File: config.mk
export PLATFORM = sky130hd
export DESIGN_NAME = axi_lite_rr_arbiter
export DESIGN_NICKNAME = d
export VERILOG_FILES = /design/src/rtl/axi_lite_rr_arbiter.sv
export SDC_FILE = /design/constraint.sdc
export NUM_CORES = 1
export LEC_CHECK = 0
export CORE_AREA = 5 5 328 330
export DETAILED_ROUTE_END_ITERATION = 10
export DIE_AREA = 0 0 333 335
export GPL_TIMING_DRIVEN = 0
export PLACE_DENSITY = 0.36
export SLEW_MARGIN = 20
export SYNTH_ARGS = -nofsm -noshare
export SYNTH_HDL_FRONTEND = slang
export SYNTH_SLANG_ARGS = --single-unit
File: constraint.sdc
create_clock -name clk -period 3.1 [get_ports clk]
set_input_delay 0.465 -clock clk [delete_from_list [all_inputs] [get_ports clk]]
set_output_delay 0.465 -clock clk [all_outputs]
set_load 0.01 [all_outputs]
File: src/rtl/axi_lite_rr_arbiter.sv
// axi_lite_rr_arbiter: N-master to 1-slave AXI-lite arbiter.
// Read and write paths arbitrate independently with round-robin fairness.
// Each path allows one outstanding transaction.
// Optional response watchdog: define AXI_ARB_TIMEOUT_EN to enable.
// When it fires, the master gets DECERR and the late slave response is drained.
module axi_lite_rr_arbiter #(
  parameter int NUM_MASTERS    = 2,
  parameter int ADDR_WIDTH     = 64,
  parameter int DATA_WIDTH     = 64,
  parameter int TIMEOUT_CYCLES = 1024
) (
  input  logic                              clk,
  input  logic                              rstn,
  input  logic [NUM_MASTERS*ADDR_WIDTH-1:0] m_awaddr,
  input  logic [NUM_MASTERS*3-1:0]          m_awport,
  input  logic [NUM_MASTERS-1:0]            m_awvalid,
  output logic [NUM_MASTERS-1:0]            m_awready,
  input  logic [NUM_MASTERS*DATA_WIDTH-1:0] m_wdata,
  input  logic [NUM_MASTERS*DATA_WIDTH/8-1:0] m_wstrb,
  input  logic [NUM_MASTERS-1:0]            m_wvalid,
  output logic [NUM_MASTERS-1:0]            m_wready,
  output logic [NUM_MASTERS-1:0]            m_bvalid,
  output logic [NUM_MASTERS*2-1:0]          m_bresp,
  input  logic [NUM_MASTERS-1:0]            m_bready,
  input  logic [NUM_MASTERS*ADDR_WIDTH-1:0] m_araddr,
  input  logic [NUM_MASTERS*3-1:0]          m_arport,
  input  logic [NUM_MASTERS-1:0]            m_arvalid,
  output logic [NUM_MASTERS-1:0]            m_arready,
  output logic [NUM_MASTERS-1:0]            m_rvalid,
  output logic [NUM_MASTERS*2-1:0]          m_rresp,
  output logic [NUM_MASTERS*DATA_WIDTH-1:0] m_rdata,
  input  logic [NUM_MASTERS-1:0]            m_rready,
  output logic [ADDR_WIDTH-1:0]             s_awaddr,
  output logic [2:0]                        s_awport,
  output logic                              s_awvalid,
  input  logic                              s_awready,
  output logic [DATA_WIDTH-1:0]             s_wdata,
  output logic [DATA_WIDTH/8-1:0]           s_wstrb,
  output logic                              s_wvalid,
  input  logic                              s_wready,
  input  logic                              s_bvalid,
  input  logic [1:0]                        s_bresp,
  output logic                              s_bready,
  output logic [ADDR_WIDTH-1:0]             s_araddr,
  output logic [2:0]                        s_arport,
  output logic                              s_arvalid,
  input  logic                              s_arready,
  input  logic                              s_rvalid,
  input  logic [1:0]                        s_rresp,
  input  logic [DATA_WIDTH-1:0]             s_rdata,
  output logic                              s_rready
);
  localparam int IDX_W  = $clog2(NUM_MASTERS);
  localparam int STRB_W = DATA_WIDTH / 8;

  // Reject unsupported configurations at elaboration time.
  if (NUM_MASTERS < 2 || NUM_MASTERS > 8 || TIMEOUT_CYCLES < 1) begin : g_bad_params
    $error("axi_lite_rr_arbiter: unsupported parameter set");
  end

`ifdef AXI_ARB_TIMEOUT_EN
  localparam int CNT_W = $clog2(TIMEOUT_CYCLES + 1);
  typedef enum logic [2:0] {ST_IDLE, ST_ADDR, ST_RESP, ST_ERR, ST_DRAIN} state_e;
`else
  typedef enum logic [1:0] {ST_IDLE, ST_ADDR, ST_RESP} state_e;
`endif

  // First requester strictly after ptr, wrapping modulo NUM_MASTERS.
  function automatic logic [IDX_W-1:0] rr_pick(input logic [NUM_MASTERS-1:0] req,
                                               input logic [IDX_W-1:0] ptr);
    logic [IDX_W-1:0] pick;
    logic [IDX_W-1:0] idx;
    logic             found;
    pick  = ptr;
    found = 1'b0;
    for (int k = 1; k <= NUM_MASTERS; k++) begin
      idx = IDX_W'((int'(ptr) + k) % NUM_MASTERS);
      if (!found && req[idx]) begin
        pick  = idx;
        found = 1'b1;
      end
    end
    return pick;
  endfunction

  state_e           w_state_q, w_state_d, r_state_q, r_state_d;
  logic [IDX_W-1:0] w_grant_q, w_grant_d, r_grant_q, r_grant_d;
  logic [IDX_W-1:0] wptr_q, wptr_d, rptr_q, rptr_d;
  logic             aw_done_q, aw_done_d, w_done_q, w_done_d;
  logic [DATA_WIDTH-1:0] r_data;
`ifdef AXI_ARB_TIMEOUT_EN
  logic [CNT_W-1:0] w_cnt_q, w_cnt_d, r_cnt_q, r_cnt_d;
`endif

  // Write path: grant, AW/W forwarding with independent done flags, B routing.
  always_comb begin
    w_state_d = w_state_q;
    w_grant_d = w_grant_q;
    wptr_d    = wptr_q;
    aw_done_d = aw_done_q;
    w_done_d  = w_done_q;
    s_awaddr  = '0;
    s_awport  = '0;
    s_awvalid = 1'b0;
    s_wdata   = '0;
    s_wstrb   = '0;
    s_wvalid  = 1'b0;
    s_bready  = 1'b0;
    m_awready = '0;
    m_wready  = '0;
    m_bvalid  = '0;
    m_bresp   = '0;
`ifdef AXI_ARB_TIMEOUT_EN
    w_cnt_d   = w_cnt_q;
`endif
    case (w_state_q)
      ST_IDLE: begin
        if (|m_awvalid) begin
          w_grant_d = rr_pick(m_awvalid, wptr_q);
          w_state_d = ST_ADDR;
        end
      end
      ST_ADDR: begin
        s_awaddr  = m_awaddr[w_grant_q*ADDR_WIDTH +: ADDR_WIDTH];
        s_awport  = m_awport[w_grant_q*3 +: 3];
        s_wdata   = m_wdata[w_grant_q*DATA_WIDTH +: DATA_WIDTH];
        s_wstrb   = m_wstrb[w_grant_q*STRB_W +: STRB_W];
        s_awvalid = m_awvalid[w_grant_q] & ~aw_done_q;
        s_wvalid  = m_wvalid[w_grant_q] & ~w_done_q;
        m_awready[w_grant_q] = s_awready & ~aw_done_q;
        m_wready[w_grant_q]  = s_wready & ~w_done_q;
        if (s_awvalid && s_awready) aw_done_d = 1'b1;
        if (s_wvalid && s_wready)   w_done_d  = 1'b1;
        if (aw_done_d && w_done_d) begin
          w_state_d = ST_RESP;
`ifdef AXI_ARB_TIMEOUT_EN
          w_cnt_d   = '0;
`endif
        end
      end
      ST_RESP: begin
        s_bready                    = m_bready[w_grant_q];
        m_bvalid[w_grant_q]         = s_bvalid;
        m_bresp[w_grant_q*2 +: 2]   = s_bresp;
        if (s_bvalid) begin
          if (m_bready[w_grant_q]) begin
            wptr_d    = w_grant_q;
            aw_done_d = 1'b0;
            w_done_d  = 1'b0;
            w_state_d = ST_IDLE;
          end
        end
`ifdef AXI_ARB_TIMEOUT_EN
        else if (w_cnt_q == CNT_W'(TIMEOUT_CYCLES - 1)) w_state_d = ST_ERR;
        else w_cnt_d = w_cnt_q + 1'b1;
`endif
      end
`ifdef AXI_ARB_TIMEOUT_EN
      ST_ERR: begin
        m_bvalid[w_grant_q]       = 1'b1;
        m_bresp[w_grant_q*2 +: 2] = 2'b11;
        if (m_bready[w_grant_q]) w_state_d = ST_DRAIN;
      end
      ST_DRAIN: begin
        s_bready = 1'b1;
        if (s_bvalid) begin
          wptr_d    = w_grant_q;
          aw_done_d = 1'b0;
          w_done_d  = 1'b0;
          w_state_d = ST_IDLE;
        end
      end
`endif
      default: w_state_d = ST_IDLE;
    endcase
  end

  // Read path: grant, AR forwarding, R routing with broadcast data.
  always_comb begin
    r_state_d = r_state_q;
    r_grant_d = r_grant_q;
    rptr_d    = rptr_q;
    s_araddr  = '0;
    s_arport  = '0;
    s_arvalid = 1'b0;
    s_rready  = 1'b0;
    m_arready = '0;
    m_rvalid  = '0;
    m_rresp   = '0;
    r_data    = '0;
`ifdef AXI_ARB_TIMEOUT_EN
    r_cnt_d   = r_cnt_q;
`endif
    case (r_state_q)
      ST_IDLE: begin
        if (|m_arvalid) begin
          r_grant_d = rr_pick(m_arvalid, rptr_q);
          r_state_d = ST_ADDR;
        end
      end
      ST_ADDR: begin
        s_araddr  = m_araddr[r_grant_q*ADDR_WIDTH +: ADDR_WIDTH];
        s_arport  = m_arport[r_grant_q*3 +: 3];
        s_arvalid = m_arvalid[r_grant_q];
        m_arready[r_grant_q] = s_arready;
        if (s_arvalid && s_arready) begin
          r_state_d = ST_RESP;
`ifdef AXI_ARB_TIMEOUT_EN
          r_cnt_d   = '0;
`endif
        end
      end
      ST_RESP: begin
        s_rready                  = m_rready[r_grant_q];
        m_rvalid[r_grant_q]       = s_rvalid;
        m_rresp[r_grant_q*2 +: 2] = s_rresp;
        r_data                    = s_rdata;
        if (s_rvalid) begin
          if (m_rready[r_grant_q]) begin
            rptr_d    = r_grant_q;
            r_state_d = ST_IDLE;
          end
        end
`ifdef AXI_ARB_TIMEOUT_EN
        else if (r_cnt_q == CNT_W'(TIMEOUT_CYCLES - 1)) r_state_d = ST_ERR;
        else r_cnt_d = r_cnt_q + 1'b1;
`endif
      end
`ifdef AXI_ARB_TIMEOUT_EN
      ST_ERR: begin
        m_rvalid[r_grant_q]       = 1'b1;
        m_rresp[r_grant_q*2 +: 2] = 2'b11;
        if (m_rready[r_grant_q]) r_state_d = ST_DRAIN;
      end
      ST_DRAIN: begin
        s_rready = 1'b1;
        if (s_rvalid) begin
          rptr_d    = r_grant_q;
          r_state_d = ST_IDLE;
        end
      end
`endif
      default: r_state_d = ST_IDLE;
    endcase
  end

  assign m_rdata = {NUM_MASTERS{r_data}};

  // State, grant, pointer and flag registers for both paths.
  always_ff @(posedge clk or negedge rstn) begin
    if (!rstn) begin
      w_state_q <= ST_IDLE;
      r_state_q <= ST_IDLE;
      w_grant_q <= '0;
      r_grant_q <= '0;
      wptr_q    <= IDX_W'(NUM_MASTERS - 1);
      rptr_q    <= IDX_W'(NUM_MASTERS - 1);
      aw_done_q <= 1'b0;
      w_done_q  <= 1'b0;
`ifdef AXI_ARB_TIMEOUT_EN
      w_cnt_q   <= '0;
      r_cnt_q   <= '0;
`endif
    end else begin
      w_state_q <= w_state_d;
      r_state_q <= r_state_d;
      w_grant_q <= w_grant_d;
      r_grant_q <= r_grant_d;
      wptr_q    <= wptr_d;
      rptr_q    <= rptr_d;
      aw_done_q <= aw_done_d;
      w_done_q  <= w_done_d;
`ifdef AXI_ARB_TIMEOUT_EN
      w_cnt_q   <= w_cnt_d;
      r_cnt_q   <= r_cnt_d;
`endif
    end
  end

endmodule

; Yosys cells after proc, flatten, opt, wreduce, memory -nomap -nowiden
; Index checks and enable logic that the tools add are counted.
; Widths: inputs -> output; s select.
[word_totals]
register_bits = 10
input_bits = 497
out_inout_bits = 357
elab_cells = 150
[classes]
add_sub_neg = 6
n_mul = 2
n_lt_le_gt_ge = 8
eq_ne = 12
shifts = 10
muxes = 69
n_bitwise = 13
reduce_logical = 22
[ops]
columns = cell, count
row1 = $shiftx 128x8->64, 3
row2 = $mux 64, 4
row3 = $neg 2->34, 2
row4 = $shift 2x34->4 const A, 2
row5 = $shiftx 2x34->4, 2
row6 = $mux 1, 41
row7 = $mux 2, 13
row8 = $ne 2x2->1 const B, 8
row9 = $shiftx 16x5->8, 1
row10 = $lt 1x2->1 const B, 6
row11 = $pmux 2 s3, 2
row12 = $shiftx 6x4->3, 2
row13 = $and 2x2->2, 5
row14 = $reduce_and 3->1, 3
row15 = $and 4x4->4, 2
row16 = $logic_and 1x1->1, 8
row17 = $mux 4, 2
row18 = $mux 8, 1
row19 = $reduce_and 4->1, 2
row20 = $mul 1x2->3 const B, 2
row21 = $mux 3, 2
row22 = $add 1x1->1 const B, 4
row23 = $and 1x1->1, 4
row24 = $eq 2x1->1 const B, 2
row25 = other kinds (10), 19

; Depth between registers and ports, before layout
[depth]
ltp_word = 9
depth_mapped = 5
mapped_depth_nobuf = 3

; Worst setup path after synthesis
; OpenSTA, ideal clock, no wires.
[synth_timing]
path_kind = register to output
from = reg w_grant_q
to = out m_awready[0]
arrival_ps = 1191
slack_ps = 1444
stages_incl_launch_ff = 5
path_cell_list = dfrtp_1 -> buf_6 -> buf_4 -> buf_4 -> nor4b_2
[synth_between]
elab_chain_cells = 6
elab_cells_between_ends = 7
[synth_lines]
columns = item, line
row1 = "start, declared", 87  ; logic [IDX_W-1:0] w_grant_q, w_grant_d, r_grant_q, r_grant_d;
row2 = "start signal, assigned", 267  ; w_grant_q <= w_grant_d;
row3 = $lt 1x2->1 (implied by the code) or $ge 1x1->1 (tied branches), 130  ; m_awready[w_grant_q] = s_awready & ~aw_done_q;
row4 = $logic_and 1x1->1 (implied by the code), 130
row5 = $mux 1 (implied by the code), 130
row6 = $demux 1 s1 *, 130
row7 = $and 2x2->2 (no line) *, n/a
row8 = $mux 2 *, 116  ; case (w_state_q)
row9 = "end, declared", 17  ; output logic [NUM_MASTERS-1:0] m_awready,
; Mark *: on every way between the ends. The rest lies on a longest branch, timed or not.

; Worst setup path in the final report
[layout_timing]
from = reg w_grant_q
to = out s_awaddr[22]
[layout_between]
elab_chain_cells = 2
[layout_lines]
columns = item, line
row1 = $shiftx 128x8->64, 124  ; s_awaddr = m_awaddr[w_grant_q*ADDR_WIDTH +: ADDR_WIDTH];
row2 = $mux 64, 116
row3 = "end, declared", 33  ; output logic [ADDR_WIDTH-1:0] s_awaddr,
; Every way passes these cells.

==> run_results.csv <==
group,metric,value,unit
global_route,gr-usage-met3,3.85,%
clock_tree,ctsResizeCount,54,
sta,hold_violations,0,
placed_design,place_area,15100,um^2
worst_setup_path,critical_path_class,"flop to output pin",
routing,dr.pass1.iters,5,
worst_setup_path,crit_fanout,10,
worst_setup_path,startpoint,"w_grant_q",
worst_setup_path,worst_ep_arrival_time,2600,ps
power_and_ir_drop,ir_drop,0.237,mV
worst_setup_path,reg2reg_from,"r_grant_q",
final_layout,finish.net_count,2038,
clock_tree,clock_sinks,10,
global_route,antenna_found_initial,23,
synthesis,netlist_area,4810,um^2
clock_tree,insertion_delay,250,ps
sta,slew_viol_final,0,
placed_design,hpwl,72800,um
outcome,status,"completed",
floorplan,rows,119,
clock_tree,hold_buffers,0,
floorplan,die_area,112000,um^2
power_and_ir_drop,seqPwrFrac,2.3,%
power_and_ir_drop,power_density,698,nW/um^2
power_and_ir_drop,power.share.clock,2.5,%
placed_design,place.gp.congestion,0.930,
synthesis,synth_nets,1180,
floorplan,ios,854,
synthesis,ys_seq_area_share,5.26,%
synthesis,synth_cell_types,31,
clock_tree,ctsLongestPathBuffers,2,
routing,viasPerCell,2.92,
run,cap_violations,0,
power_and_ir_drop,switching_power,5590,uW
power_and_ir_drop,pwr-share-comb,95.2,%
clock_tree,cts-root-buf,"clkbuf_16",
global_route,gr-total-overflow,0,
global_route,grt_max_degree,11,
floorplan,die_x,333,um
worst_setup_path,cpPeakStageDelay,730,ps
routing,wl,76700,um
final_layout,final_cells,2935,
global_route,grt_usage,12.7,%
placed_design,port_buffers,853,
routing,vias,8580,
clock_tree,cts_buffers,3,
floorplan,initial_core_util,4.60,%
synthesis,synth_edf_count,0,
final_layout,syn2layout_area_growth,222,%
worst_setup_path,critPathSlowestCell,"mux2i_1",
clock_tree,clk_pin_slew,40,ps
final_layout,final.fill_count,11900,
global_route,grtUsageMet1,16.2,%
worst_hold_path,hp-start,"r_state_q[1]",
synthesis,ys_warn_count,0,
synthesis,synthCells,683,
worst_setup_path,cp-start-kind,"flop",
routing,drc,0,
final_layout,layout_commonest_cell,"clkdlybuf4s50_1",
clock_tree,cts_setup_buffers,0,
routing,drtIter0Drc,422,
final_layout,layout_common_cells,"clkdlybuf4s50_1, nor2_1, mux2i_1, buf_4, and2_1",
global_route,grt_pass1_vias,8934,
global_route,grt.busiest_layer,"met2",
routing,post_drt_wl_per_cell,26.1,um
sta,period_share,98.8,%
sta,final-setup-viol-count,0,
final_layout,drive_above_1_share,10.3,%
global_route,grt_use_met2,22.5,%
sta,fin_skew,0.362,ps
clock_tree,htree_levels,1,
sta,period_needed,3060,ps
power_and_ir_drop,sw_frac_of_total,51.7,%
sta,relSlewSlack,45.9,%
floorplan,die_h,335,um
worst_setup_path,critPathCaptureType,"output pin",
sta,setup_slack,37.0,ps
power_and_ir_drop,power.internal,5220,uW
synthesis,synth_ff_type,"dfrtp_1",
worst_setup_path,path_cells,"buf_6 -> buf_2 -> mux2i_1 -> nor2_1 -> clkdlybuf4s50_1",
synthesis,async_flop_share,100,%
sta,tightest_slew,789,ps
placed_design,pre_cts_slack,-170,ps
worst_setup_path,required,2630,ps
power_and_ir_drop,p_leak,0.00595,uW
synthesis,ys_seq_elements,10,
final_layout,final_area,15500,um^2
worst_hold_path,hold_class,"flop to flop",
routing,drt.antenna.violating_nets,0,
floorplan,coreArea,105000,um^2
placed_design,place_inst,2927,
clock_tree,tritoncts,"done",
global_route,grt_pass1_wl,95000,um
sta,rsz0062_at_grt,"true",
final_layout,utilization,14.8,%
synthesis,synth.avg_cell_area,7.04,um^2
sta,fmax,326,MHz
==> kinds of logic (layout without fill, tap and decap cells) <==
| group | after synthesis | in the layout | synth area share, % |
|---|---|---|---|
| compound gates | 19 | 19 | 2.68 |
| buf+inv | 126 | 983 | 17.8 |
| other cells | 0 | 4 | 0 |
| simple gates | 317 | 317 | 30.1 |
| mux | 211 | 211 | 44.2 |
| flops | 10 | 10 | 5.26 |
==> final cells by class <==
class	count	area, um^2	share of cell area (%)
flip-flops and latches	10	253	1.63
clock buffers	4	88.8	0.574
repair buffers	853	8540	55.2
plain buffers	122	867	5.60
inverters	4	15.0	0.0970
diodes	4	10.0	0.0647
well taps	1391	1740	11.2
multi-input cells	547	3970	25.6
==> stage by stage <==
stage	TNS, ps	hold WS, ps	power (uW)
after floorplan	0	169	4290
after global placement	-142	491	10400
after detailed placement	-194	509	10500
after CTS	-132	519	11100
after global routing	-0.556	544	11400
final	0	520	10800
==> cells in the mapped netlist (3+ instances only) <==
cell type  number  area, um^2
mux2i_1       209        2090
nor2b_1         4        25.0
nor2_1        216         811
nand2_1         8        30.0
nor3_1          3        15.0
buf_6           5        56.3
buf_4          83         623
dfrtp_1         8         200
a21oi_1         5        25.0
o31ai_1         3        22.5
clkbuf_1        6        22.5
inv_1           4        15.0
and2_1         66         413
buf_2          28         140
a31oi_1         3        18.8
and3_1          9        56.3
==> final timing paths <==
check	slack, ps	depth (start not counted)	to
hold reg to reg	520	1	r_state_q[0]
setup reg to reg	1590	3	rptr_q
min in group asynchronous	610	1	w_grant_q
max in group asynchronous	2080	1	r_state_q[1]
setup / recovery	40	5	s_awaddr[22]
hold / removal	520	1	r_state_q[0]
==> layer usage <==
metal | wire length [um] | vias up | part of all wire (%)
met4 | 270 | 24 | 0.35
met2 | 37700 | 502 | 49
met5 | 156 | - | 0.20
met1 | 32300 | 4081 | 42
met3 | 6220 | 43 | 8.1
li1 | - | 3930 | -
==> state kept, by name, indices dropped and copies added (netlist names) <==
signal,count
r_grant_q,1
rptr_q,1
w_state_q,2
aw_done_q,1
wptr_q,1
r_state_q,2
w_done_q,1
w_grant_q,1
==> power by group through the flow <==
stage | Combinational, uW | Clock (uW) | Sequential [uW]
detailed placement | 10200 | 0 | 251
floorplan | 4060 | 0 | 229
global route | 10800 | 290 | 260
CTS | 10500 | 293 | 250
finish | 10300 | 268 | 250
global placement | 10200 | 0 | 248
==> worst max-delay path: cells and delay by family (launching register included) <==
kind / cells / cell delay (ps)
buf+inv: 3 / 1140
flops: 1 / 330
mux: 1 / 730
simple gates: 1 / 120
Note: power is estimated with default switching activity, not from simulation.
